## src/rtl/drac_pkg.sv

```systemverilog
// Shared types and helpers for the Sargantana tile reset/wake-up sequencer.
package drac_pkg;

    typedef enum logic [1:0] {RESET, WAKE, RELEASE, IDLE} rst_seq_state_e;
    typedef enum logic [1:0] {OFF, RUN, DRAIN, HOLD} hart_rst_state_e;

    // Width of a saturating counter that must reach max(a, b); never narrower than 1 bit.
    function automatic int cnt_width(input int a, input int b);
        int m;
        m = (a > b) ? a : b;
        if (m < 1) m = 1;
        return $clog2(m + 1);
    endfunction

endpackage

```

## src/rtl/drac_tile_reset_seq_if.sv

```systemverilog
// Per-hart soft-reset handshake and status between a tile and its reset sequencer.
interface drac_tile_reset_seq_if #(
    parameter int NumHarts = 1
) ();
    import drac_pkg::*;

    // soft_rst_req_i[i] is a level held by the requester until soft_rst_ack_o[i]
    // pulses for one cycle; dropping it in that ack cycle prevents a repeat.
    logic [NumHarts-1:0] soft_rst_req_i;
    logic [NumHarts-1:0] soft_rst_ack_o;
    logic [NumHarts-1:0] mem_idle_i;
    logic [NumHarts-1:0] hart_running_o;
    logic [NumHarts-1:0] drain_timeout_o;
    rst_seq_state_e                 seq_state;
    hart_rst_state_e [NumHarts-1:0] hart_state;

    modport master (
        output soft_rst_req_i, mem_idle_i,
        input  soft_rst_ack_o, hart_running_o, drain_timeout_o, seq_state, hart_state
    );

    modport slave (
        input  soft_rst_req_i, mem_idle_i,
        output soft_rst_ack_o, hart_running_o, drain_timeout_o, seq_state, hart_state
    );

endinterface

```

## src/rtl/drac_hart_rst_ctrl.sv

```systemverilog
// Per-hart reset controller: power-on release, then soft-reset drain/hold/ack cycles.
module drac_hart_rst_ctrl
    import drac_pkg::*;
#(
    parameter int SoftRstCycles = 16,
    parameter int DrainTimeout  = 1024
) (
    input  logic            clk_i,
    input  logic            rst_ni,
    input  logic            release_i,
    input  logic            soft_rst_req_i,
    input  logic            mem_idle_i,
    output hart_rst_state_e state_o,
    output logic            run_o,
    output logic            hold_o,
    output logic            running_o,
    output logic            ack_o,
    output logic            drain_timeout_o
);

    localparam int CntW = cnt_width(DrainTimeout, SoftRstCycles);
    localparam logic [CntW-1:0] DrainLast = CntW'((DrainTimeout > 0) ? DrainTimeout - 1 : 0);
    localparam logic [CntW-1:0] HoldLast  = CntW'((SoftRstCycles > 0) ? SoftRstCycles - 1 : 0);

    hart_rst_state_e state_q, state_d;
    logic [CntW-1:0] cnt_q, cnt_d;
    logic            ack_q, ack_d;
    logic            tmo_q, tmo_d;

    always_ff @(posedge clk_i or negedge rst_ni) begin
        if (!rst_ni) begin
            state_q <= OFF;
            cnt_q   <= '0;
            ack_q   <= 1'b0;
            tmo_q   <= 1'b0;
        end else begin
            state_q <= state_d;
            cnt_q   <= cnt_d;
            ack_q   <= ack_d;
            tmo_q   <= tmo_d;
        end
    end

    always_comb begin
        state_d = state_q;
        cnt_d   = cnt_q;
        ack_d   = 1'b0;
        tmo_d   = tmo_q;
        case (state_q)
            OFF: begin
                if (release_i) state_d = RUN;
            end
            RUN: begin
                if (soft_rst_req_i) begin
                    state_d = DRAIN;
                    cnt_d   = '0;
                end
            end
            DRAIN: begin
                // An idle adapter wins over a timeout landing in the same cycle.
                if (mem_idle_i) begin
                    state_d = HOLD;
                    cnt_d   = '0;
                end else if (cnt_q == DrainLast) begin
                    state_d = HOLD;
                    cnt_d   = '0;
                    tmo_d   = 1'b1;
                end else begin
                    cnt_d = cnt_q + CntW'(1);
                end
            end
            HOLD: begin
                if (cnt_q == HoldLast) begin
                    state_d = RUN;
                    cnt_d   = '0;
                    ack_d   = 1'b1;
                end else begin
                    cnt_d = cnt_q + CntW'(1);
                end
            end
            default: state_d = OFF;
        endcase
    end

    always_comb begin
        state_o         = state_q;
        run_o           = (state_q == RUN) || (state_q == DRAIN);
        hold_o          = (state_q == HOLD);
        running_o       = (state_q == RUN);
        ack_o           = ack_q;
        drain_timeout_o = tmo_q;
    end

endmodule

```

## src/rtl/drac_tile_reset_seq.sv

```systemverilog
// Tile reset/wake-up sequencer: synchronised reset, programmable wake delay,
// staggered per-hart release and per-hart soft-reset drain/hold.
module drac_tile_reset_seq
    import drac_pkg::*;
#(
    parameter int NumHarts      = 1,
    parameter int WakeCycles    = 32768,
    parameter int StaggerCycles = 8,
    parameter int SyncStages    = 2,
    parameter int SoftRstCycles = 16,
    parameter int DrainTimeout  = 1024
) (
    input  logic                clk_i,
    input  logic                reset_l,
    output logic                spc_grst_l,
    output logic [NumHarts-1:0] adapter_rst_no,
    output logic [NumHarts-1:0] hart_rst_no,
    output logic [NumHarts-1:0] hart_soft_rst_no,
    drac_tile_reset_seq_if.slave ctl
);

    localparam int CntW = cnt_width(WakeCycles, StaggerCycles);
    localparam int IdxW = (NumHarts > 1) ? $clog2(NumHarts) : 1;
    localparam logic [CntW-1:0] WakeLast  = CntW'(WakeCycles);
    localparam logic [CntW-1:0] StagLast  = CntW'(StaggerCycles);
    localparam logic [IdxW-1:0] LastHart  = IdxW'(NumHarts - 1);

    logic [SyncStages-1:0] sync_q;
    logic                  rst_pre_n;
    logic                  rst_sync_n;

    always_ff @(posedge clk_i or negedge reset_l) begin
        if (!reset_l) sync_q <= '0;
        else          sync_q <= {sync_q[SyncStages-2:0], 1'b1};
    end

    // The sequencing state leaves reset one stage ahead of rst_sync_n, so a hart
    // due at cycle 0 is already registered as RUN when rst_sync_n rises.
    assign rst_pre_n  = sync_q[SyncStages-2];
    assign rst_sync_n = sync_q[SyncStages-1];

    rst_seq_state_e      state_q, state_d;
    logic [CntW-1:0]     cnt_q, cnt_d, cnt_inc;
    logic [IdxW-1:0]     idx_q, idx_d;
    logic [NumHarts-1:0] release_v;

    assign cnt_inc = (cnt_q == {CntW{1'b1}}) ? cnt_q : cnt_q + CntW'(1);

    always_ff @(posedge clk_i or negedge rst_pre_n) begin
        if (!rst_pre_n) begin
            state_q <= RESET;
            cnt_q   <= '0;
            idx_q   <= '0;
        end else begin
            state_q <= state_d;
            cnt_q   <= cnt_d;
            idx_q   <= idx_d;
        end
    end

    always_comb begin
        state_d = state_q;
        cnt_d   = cnt_q;
        idx_d   = idx_q;
        case (state_q)
            RESET, WAKE: begin
                if (cnt_q == WakeLast) begin
                    if ((NumHarts == 1) || (StaggerCycles == 0)) begin
                        state_d = IDLE;
                    end else begin
                        state_d = RELEASE;
                        cnt_d   = CntW'(1);
                        idx_d   = IdxW'(1);
                    end
                end else begin
                    state_d = WAKE;
                    cnt_d   = cnt_inc;
                end
            end
            RELEASE: begin
                if (cnt_q == StagLast) begin
                    cnt_d = CntW'(1);
                    idx_d = idx_q + IdxW'(1);
                    if (idx_q == LastHart) state_d = IDLE;
                end else begin
                    cnt_d = cnt_inc;
                end
            end
            default: state_d = IDLE;
        endcase
    end

    // release_v[i] is asserted in the cycle before hart i must be out of reset.
    always_comb begin
        release_v = '0;
        case (state_q)
            RESET, WAKE: begin
                if (cnt_q == WakeLast) begin
                    release_v[0] = 1'b1;
                    if (StaggerCycles == 0) release_v = '1;
                end
            end
            RELEASE: begin
                for (int i = 0; i < NumHarts; i++) begin
                    if ((cnt_q == StagLast) && (idx_q == IdxW'(i))) release_v[i] = 1'b1;
                end
            end
            default: release_v = '0;
        endcase
    end

    hart_rst_state_e [NumHarts-1:0] hart_state;
    logic [NumHarts-1:0] hart_run, hart_hold, hart_running, hart_ack, hart_tmo;

    for (genvar g = 0; g < NumHarts; g++) begin : g_hart
        drac_hart_rst_ctrl #(
            .SoftRstCycles (SoftRstCycles),
            .DrainTimeout  (DrainTimeout)
        ) u_hart (
            .clk_i           (clk_i),
            .rst_ni          (rst_pre_n),
            .release_i       (release_v[g]),
            .soft_rst_req_i  (ctl.soft_rst_req_i[g]),
            .mem_idle_i      (ctl.mem_idle_i[g]),
            .state_o         (hart_state[g]),
            .run_o           (hart_run[g]),
            .hold_o          (hart_hold[g]),
            .running_o       (hart_running[g]),
            .ack_o           (hart_ack[g]),
            .drain_timeout_o (hart_tmo[g])
        );
    end

    assign spc_grst_l       = rst_sync_n;
    assign adapter_rst_no   = {NumHarts{rst_sync_n}} & ~hart_hold;
    assign hart_rst_no      = hart_run;
    assign hart_soft_rst_no = hart_run;

    assign ctl.soft_rst_ack_o  = hart_ack;
    assign ctl.hart_running_o  = hart_running;
    assign ctl.drain_timeout_o = hart_tmo;
    assign ctl.seq_state       = state_q;
    assign ctl.hart_state      = hart_state;

endmodule

```

## src/flat_wrapper.sv

```systemverilog
// flat-port wrapper written by rule: the top's interface ports become plain ports
module drac_tile_reset_seq_flat import drac_pkg::*;
#(
    parameter int NumHarts      = 1,
    parameter int WakeCycles    = 32768,
    parameter int StaggerCycles = 8,
    parameter int SyncStages    = 2,
    parameter int SoftRstCycles = 16,
    parameter int DrainTimeout  = 1024
)
  (clk_i, reset_l, spc_grst_l, adapter_rst_no, hart_rst_no, hart_soft_rst_no, ctl_soft_rst_req_i, ctl_mem_idle_i, ctl_soft_rst_ack_o, ctl_hart_running_o, ctl_drain_timeout_o, ctl_seq_state, ctl_hart_state);
  drac_tile_reset_seq_if #(.NumHarts(NumHarts)) ctl_i ();
  input  logic clk_i;
  input  logic reset_l;
  output logic spc_grst_l;
  output logic [NumHarts-1:0] adapter_rst_no;
  output logic [NumHarts-1:0] hart_rst_no;
  output logic [NumHarts-1:0] hart_soft_rst_no;
  input wire logic [$bits(ctl_i.soft_rst_req_i)-1:0] ctl_soft_rst_req_i;
  input wire logic [$bits(ctl_i.mem_idle_i)-1:0] ctl_mem_idle_i;
  output wire logic [$bits(ctl_i.soft_rst_ack_o)-1:0] ctl_soft_rst_ack_o;
  output wire logic [$bits(ctl_i.hart_running_o)-1:0] ctl_hart_running_o;
  output wire logic [$bits(ctl_i.drain_timeout_o)-1:0] ctl_drain_timeout_o;
  output wire logic [$bits(ctl_i.seq_state)-1:0] ctl_seq_state;
  output wire logic [$bits(ctl_i.hart_state)-1:0] ctl_hart_state;
  assign ctl_i.soft_rst_req_i = ctl_soft_rst_req_i;
  assign ctl_i.mem_idle_i = ctl_mem_idle_i;
  assign ctl_soft_rst_ack_o = ctl_i.soft_rst_ack_o;
  assign ctl_hart_running_o = ctl_i.hart_running_o;
  assign ctl_drain_timeout_o = ctl_i.drain_timeout_o;
  assign ctl_seq_state = ctl_i.seq_state;
  assign ctl_hart_state = ctl_i.hart_state;
  drac_tile_reset_seq #(.NumHarts(NumHarts), .WakeCycles(WakeCycles), .StaggerCycles(StaggerCycles), .SyncStages(SyncStages), .SoftRstCycles(SoftRstCycles), .DrainTimeout(DrainTimeout)) u_core (.clk_i(clk_i), .reset_l(reset_l), .spc_grst_l(spc_grst_l), .adapter_rst_no(adapter_rst_no), .hart_rst_no(hart_rst_no), .hart_soft_rst_no(hart_soft_rst_no), .ctl(ctl_i));
endmodule
```

## config.mk

```make
export PLATFORM = sky130hd
export DESIGN_NAME = drac_tile_reset_seq_flat
export DESIGN_NICKNAME = d
export VERILOG_FILES = /design/src/rtl/drac_pkg.sv /design/src/rtl/drac_tile_reset_seq_if.sv /design/src/rtl/drac_hart_rst_ctrl.sv /design/src/rtl/drac_tile_reset_seq.sv /design/src/flat_wrapper.sv
export SDC_FILE = /design/constraint.sdc
export NUM_CORES = 1
export LEC_CHECK = 0
export CAP_MARGIN = 20
export CORE_MARGIN = 5
export CORE_UTILIZATION = 55
export CTS_BUF_LIST = sky130_fd_sc_hd__clkbuf_16
export DETAILED_ROUTE_END_ITERATION = 8
export PLACE_DENSITY = 0.75
export SYNTH_ARGS = -nofsm -noshare
export SYNTH_HDL_FRONTEND = slang
export SYNTH_HIERARCHICAL = 1
export SYNTH_SLANG_ARGS = --single-unit
```

## constraint.sdc

```tcl
create_clock -name clk_i -period 1.99 [get_ports clk_i]
set_input_delay 0.398 -clock clk_i [delete_from_list [all_inputs] [get_ports clk_i]]
set_output_delay 0.398 -clock clk_i [all_outputs]
set_load 0.005 [all_outputs]
```

==> results.json, run 1 <==
{
  "synthArstFlopShare_pct": 100.0,
  "setup_viol": 2,
  "dieArea_mm2": 0.005203,
  "layout_commonest_cell": "buf_4",
  "dr.pass1.iters": 4,
  "drive_gt1_share_pct": 32.36,
  "layout-area-overhead-vs-synth_pct": 36.42,
  "finalHoldViolCount": 0,
  "dp_slack_ps": -82.93,
  "cts_tree": "built",
  "synth-main-ff-cell": "dfrtp_1",
  "cts_buffers": 5,
  "path_cells": "inv_2 -> ha_4 -> nor4b_4 -> and4_4 -> o21a_1 -> nor2b_1 -> or4_4 -> mux2_4",
  "grt_pass1_vias": 1947,
  "finalCritPeriodShare_pct": 105.9,
  "num_rows": 22,
  "htreeDepth": 2,
  "critPathKind": "reg2reg",
  "synth_edf_count": 0,
  "yosys_warnings": 6,
  "totalWireLength_mm": 5.900,
  "failed_checks": "negative setup slack",
  "grt.total_usage_pct": 22.83,
  "via_per_inst": 6.241,
  "hp-class": "reg2async",
  "root_buffer": "clkbuf_16",
  "antenna_found_initial": 0,
  "cts_buffer_depth": 2,
  "vias": 2016,
  "setup_ws_ps": -117.4,
  "die_y_um": 72.14,
  "cap_violations": 0,
  "rr_worst_depth": 8,
  "initial_core_util_pct": 57.56,
  "mostFrequentLayoutCells": "47 x buf_4, 36 x dfrtp_1, 23 x nand2_1",
  "postSynthAreaPerCell_um2": 10.06,
  "synth_fp_nets": 224,
  "grt_first_pass_wirelength_mm": 9.266,
  "p_per_area_mw_per_mm2": 880.9,
  "r2r-end": "u_core/g_hart[0].u_hart/state_o[1]$_DFFE_PN0P_",
  "max_clock_freq_ghz": 0.4745,
  "ios": 15,
  "grt_max_degree": 20,
  "vdd_drop_max_mv": 0.7686,
  "timing.reg2reg.setup_slack_ps": -120,
  "ant_nets": 0,
  "max_slew_margin_pct": 66.67,
  "drtIter0Drc": 188,
  "cts_sinks": 36,
  "synth.cell_area_mm2": 0.002123,
  "finalCriticalPeriod_ps": 2107,
  "io_buffer_count": 14,
  "crit_path_end_kind": "register",
  "report.final.slew_viol_count": 0,
  "synth_seq_cells": 36,
  "synth_cell_types": 61,
  "clkTransAtPathRegs_ps": 50,
  "layout.nets": 287,
  "seq_area_frac_synth_pct": 42.43,
  "n_fill_cell": 236,
  "cp_slowest_cell": "or4_4",
  "arrival_ps": 2270,
  "setup_tns_ps": -202.3,
  "core_mm2": 0.003689,
  "clk_latency_ps": 280,
  "power_mw": 2.552,
  "syn_inst": 211,
  "wl_per_cell_um": 18.27,
  "r2r-start": "u_core/cnt_q[0]$_DFFE_PN0P_",
  "startpoint_type": "register",
  "clock_skew_ps": 5.332,
  "drc": 0,
  "cellLeakagePower_nw": 1.323,
  "cp.required_ps": 2150,
  "crit_fanout": 2,
  "antenna_cells": 0,
  "grt-ovfl-total": 0,
  "rsz0062_at_grt": "true",
  "die_w_um": 72.14,
  "dp_hpwl_mm": 3.958,
  "fin_util_pct": 78.53,
  "max_stage_delay_ps": 430,
  "worst_pin_slew_ps": 494.7,
  "globalplace.congestion": 0.9736,
  "outcome": "finished, violations left"
}
==> flip-flops by register name (all words and copies together) (netlist names) <==
register	count
u_core/cnt_q	16
u_core/ctl.seq_state	2
u_core/g_hart.u_hart/ack_o	1
u_core/g_hart.u_hart/cnt_q	11
u_core/g_hart.u_hart/drain_timeout_o	1
u_core/g_hart.u_hart/state_o	2
u_core/idx_q	1
u_core/sync_q	2
==> synth_stat cells (2+ instances only) <==
cell type   n  area (um^2)
ha_1        9        112.6
o211ai_1    4        30.03
and3_1      5        31.28
o21bai_1    2        15.01
or2_2       2        12.51
nor4_2      2        25.02
nand2_1    23        86.33
xnor2_1     4        35.03
inv_1       9        33.78
mux2i_1     3        30.03
or3_1       2        12.51
nand4_1     6        37.54
nor4_1      3        18.77
clkbuf_2    2        10.01
a21oi_1     5        25.02
o221ai_1    3        26.28
xor2_1      4        35.03
o311ai_0    5        43.79
nor2b_1     4        25.02
nor2_1     10        37.54
o21ai_0     6        30.03
nor3_1      9        45.04
o2111ai_1   2        17.52
dfrtp_1    36        900.9
a31oi_1     3        18.77
nand3_1    13        65.06
==> power breakdown <==
group / total, mW / internal (mW) / leakage [nW] / switching [mW]
combinational: 0.972 / 0.487 / 0.776 / 0.485
clock: 0.754 / 0.455 / 0.0710 / 0.300
sequential: 0.826 / 0.782 / 0.476 / 0.0437
total: 2.55 / 1.72 / 1.32 / 0.828
==> logic make-up (layout without fill, tap and decap cells) <==
family | Yosys count | count (layout) | share of synthesized area, %
AND/OR/NAND/NOR | 96 | 96 | 27.58
AO/OA/AOI/OAI | 39 | 39 | 13.91
flip-flops | 36 | 36 | 42.43
buffers and inverters | 15 | 79 | 3.358
adder cells (fa/ha/maj) | 9 | 9 | 5.304
XOR/XNOR | 9 | 9 | 4.066
multiplexers | 6 | 6 | 3.182
other | 1 | 1 | 0.1766
==> worst max-delay path by stage <==
stage,from,to,slack [ps],cells after the start
after detailed placement,u_core/cnt_q[1]$_DFFE_PN0P_,u_core/g_hart[0].u_hart/state_o[1]$_DFFE_PN0P_,-80,8
after global routing,u_core/cnt_q[0]$_DFFE_PN0P_,u_core/g_hart[0].u_hart/state_o[1]$_DFFE_PN0P_,-190,8
final,u_core/cnt_q[0]$_DFFE_PN0P_,u_core/g_hart[0].u_hart/state_o[1]$_DFFE_PN0P_,-120,8
after CTS,u_core/cnt_q[0]$_DFFE_PN0P_,u_core/g_hart[0].u_hart/state_o[1]$_DFFE_PN0P_,-70,8
after global placement,u_core/cnt_q[2]$_DFFE_PN0P_,u_core/g_hart[0].u_hart/state_o[1]$_DFFE_PN0P_,-30,6
after floorplan,u_core/cnt_q[0]$_DFFE_PN0P_,u_core/g_hart[0].u_hart/state_o[1]$_DFFE_PN0P_,-60,8
==> stage by stage <==
step                      instances  instance area [um^2]  hold WS (ps)
after floorplan                 211                  2133         102.4
after global placement          305                  2581         212.2
after detailed placement        305                  2581         220.2
after CTS                       319                  2798         225.5
after global routing            323                  2897         262.4
final                           323                  2897         214.3
==> layer usage <==
metal  global-route usage, %  vias to the layer above  part of all wire, %  wire length [um]
li1                        -                      916                    -                 -
met1                   31.07                      984                   45              2634
met2                   34.07                       96                   46              2697
met3                   6.925                       20                  7.7               452
met4                   8.768                        0                  2.0               116
met5                       0                        -                    0                 0
==> area by class of cell <==
class                           instances  area, um^2  share of cell area [%]
Timing Repair Buffer                   62       503.0                   17.36
Clock buffer                            5       125.1                   4.320
Sequential cell                        36       900.9                   31.10
Inverter                                9       33.78                   1.166
Multi-Input combinational cell        160        1260                   43.50
Clock inverter                          3       13.76                  0.4752
Tap cell                               48       60.06                   2.073
==> what timing repair did <==
item | 4_1_cts | 5_1_grt
pin swaps | 1 | 9
cloned | 0 | 0
hold buffers | 0 | 0
setup endpoints to repair | 5 | 25
buffers inserted | 6 | 5
gates resized for setup | 9 | 15
==> critical path: cells and delay by family, from the launching register on <==
family	cells	cell delay (ps)
compound gates	1	120
fa+ha+maj	1	130
simple gates	4	940
buf+inv	1	90
mux	1	310
flops	1	400
(Power assumes the default switching activity.)
==> inputs of run 2 (changes only) <==
CORE_UTILIZATION = 63   (was 55)
GPL_TIMING_DRIVEN = 0   (was default)
PLACE_DENSITY = 0.85   (was 0.75)
clock period = 2.6 ns   (was 1.99 ns; I/O delays follow)
==> run 2 against run 1 <==
The flow now finishes without violations. Global-route usage grew 0.24 points. Flip-flop and latch count is the same. First-iteration DRC count shrank 34%. Critical path depth is the same. Maximum frequency shrank 9.5%. Clock power shrank 25%. Count of clock-buffer cells in the layout is the same. Critical path type unchanged.
==> results.json, run 2 (synthesis results as in run 1) <==
{
  "drc": 0,
  "switchingPower_uw": 539.0,
  "globalplace.congestion": 0.7966,
  "vias": 1729,
  "layout-area-overhead-vs-synth_pct": 17.15,
  "grt_pass1_vias": 1773,
  "layout.nets": 246,
  "totalWireLength_mm": 4.413,
  "p_per_area_mw_per_mm2": 702.1,
  "grt_first_pass_wirelength_mm": 8.004,
  "final-instance-count-excl-fill": 280,
  "finalCriticalPeriod_ps": 2328,
  "num_rows": 21,
  "layout_commonest_cell": "dfrtp_1",
  "max_stage_delay_ps": 440,
  "clock_skew_ps": 4.226,
  "io_buffer_count": 14,
  "cts_buffer_depth": 2,
  "via_per_inst": 6.175,
  "ant_nets": 0,
  "cts_sinks": 36,
  "drtIter0Drc": 124,
  "hp-class": "reg2async",
  "grt.total_usage_pct": 23.07,
  "cts_setup_buffers": 0,
  "initial_core_util_pct": 64.13,
  "finalHoldViolCount": 0,
  "intPower_mw": 1.207,
  "design_area_mm2": 0.002487,
  "cts_resized": 0,
  "dp_hpwl_mm": 3.148,
  "comb_power_share_pct": 30.5,
  "htreeDepth": 2,
  "fin_hold_ws_ps": 369.5,
  "largest_reg_flops": 16,
  "dieArea_mm2": 0.004631,
  "cellLeakagePower_nw": 1.086,
  "dp.cells": 272,
  "path_cells": "inv_1 -> ha_1 -> nor4b_2 -> and4_2 -> o21a_1 -> nor2b_1 -> or4_4 -> mux2_4",
  "power_mw": 1.747,
  "rr_worst_depth": 8,
  "p_seq_share_pct": 37.1,
  "swShare_pct": 30.86,
  "setup_tns_ps": 0,
  "vdd_drop_max_mv": 0.6360,
  "clkTransAtPathRegs_ps": 50,
  "root_buffer": "clkbuf_16",
  "startpoint_type": "register",
  "worst_pin_slew_ps": 886.6,
  "dr.pass1.iters": 5,
  "place_area_mm2": 0.002349,
  "path_delay_family": "simple AND/OR/NAND/NOR gates",
  "ios": 15,
  "mostFrequentLayoutCells": "36 x dfrtp_1, 23 x nand2_1, 14 x clkdlybuf4s50_1",
  "setup_viol": 0,
  "clk_latency_ps": 280,
  "outcome": "finished, final reports clean",
  "wl_per_cell_um": 15.76,
  "cp_num_buf_inv": 1,
  "rsz0062_at_grt": "false",
  "cap_violations": 0,
  "die_y_um": 68.06,
  "antenna_cells": 0,
  "core_mm2": 0.003311,
  "top_regs": "u_core/cnt_q: 16 flops, u_core/g_hart.u_hart/cnt_q: 11 flops",
  "critPathKind": "reg2reg",
  "hold_buffers": 0,
  "drive_gt1_share_pct": 14.96,
  "crit_path_end_kind": "register",
  "crit_fanout": 5,
  "arrival_ps": 2490,
  "die_w_um": 68.06,
  "path_depth": 8,
  "cp.required_ps": 2760,
  "n_fill_cell": 249,
  "cp_slowest_cell": "or4_4",
  "grt-ovfl-total": 0,
  "report.final.slew_viol_count": 0,
  "pwr-share-clk_pct": 32.4,
  "finalCritPeriodShare_pct": 89.53,
  "cts_buffers": 5,
  "largest-register": "u_core/cnt_q",
  "antenna_found_initial": 0,
  "max_slew_margin_pct": 40.89,
  "max_clock_freq_ghz": 0.4296,
  "grt_max_degree": 20,
  "cts_tree": "built"
}
run 2: changes by cell type in the layout (fill, tap and decap cells not counted), moves of 2 or more:
cell and delta:
buf_4 -46, inv_1 +4, inv_2 -4, ha_1 +3
ha_4 -3, clkbuf_2 +2, nor3_4 -2, nor4_4 -2
o311ai_0 +2, o311ai_1 -2, or3_4 -2
run 2: through the flow:
stage | setup WS, ps | util (%)
final | 272.1 | 75.13
after global routing | 107.2 | 75.13
after CTS | 244.9 | 75.13
after detailed placement | 160.9 | 70.94
after global placement | 116.5 | 70.11
after floorplan | 518.0 | -
run 2: path summary, 6_finish.rpt:
| path | start | to | slack, ps |
|---|---|---|---|
| min reg2reg | u_core/sync_q[0]$_DFF_PN0_ | u_core/cnt_q[10]$_DFFE_PN0P_ | 370 |
| max reg2reg | u_core/cnt_q[0]$_DFFE_PN0P_ | u_core/g_hart[0].u_hart/state_o[1]$_DFFE_PN0P_ | 270 |
| max in group asynchronous | u_core/sync_q[0]$_DFF_PN0_ | u_core/cnt_q[3]$_DFFE_PN0P_ | 1660 |
| min | u_core/sync_q[0]$_DFF_PN0_ | u_core/cnt_q[10]$_DFFE_PN0P_ | 370 |
| max | u_core/cnt_q[0]$_DFFE_PN0P_ | u_core/g_hart[0].u_hart/state_o[1]$_DFFE_PN0P_ | 270 |
| min in group clk_i | u_core/g_hart[0].u_hart/drain_timeout_o$_DFFE_PN0P_ | u_core/g_hart[0].u_hart/drain_timeout_o$_DFFE_PN0P_ | 460 |
run 2: metal layers:
layer	part of all wire, %	global-route usage (%)
met1	42	27.71
met2	52	39.23
met3	4.5	5.255
met4	1.8	10.42
met5	0	0
run 2: area by class of cell:
type	instances	area [um^2]	share of cell area [%]
well taps	46	57.56	2.314
clock inverters	3	13.76	0.5533
clock buffers	5	125.1	5.030
multi-input cells	160	1151	46.28
repair buffers	15	167.7	6.740
inverters	9	33.78	1.358
plain buffers	6	37.54	1.509
flip-flops and latches	36	900.9	36.22
run 2: power groups by stage:
| stage | clock, mW | sequential (mW) | combinational, mW |
|---|---|---|---|
| 6_report | 0.565 | 0.648 | 0.534 |
| 5_1_grt | 0.603 | 0.659 | 0.594 |
| 4_1_cts | 0.580 | 0.649 | 0.541 |
| 3_5_place_dp | 0 | 0.658 | 0.538 |
| 3_3_place_gp | 0 | 0.660 | 0.514 |
| 2_1_floorplan | 0 | 0.651 | 0.320 |
run 2: worst reg2reg max path, cell delays in order (launching register included):
cell     delay (ps)
dfrtp_1         430
inv_1            80
ha_1            140
nor4b_2         260
and4_2          330
o21a_1          170
nor2b_1          60
or4_4           440
mux2_4          310
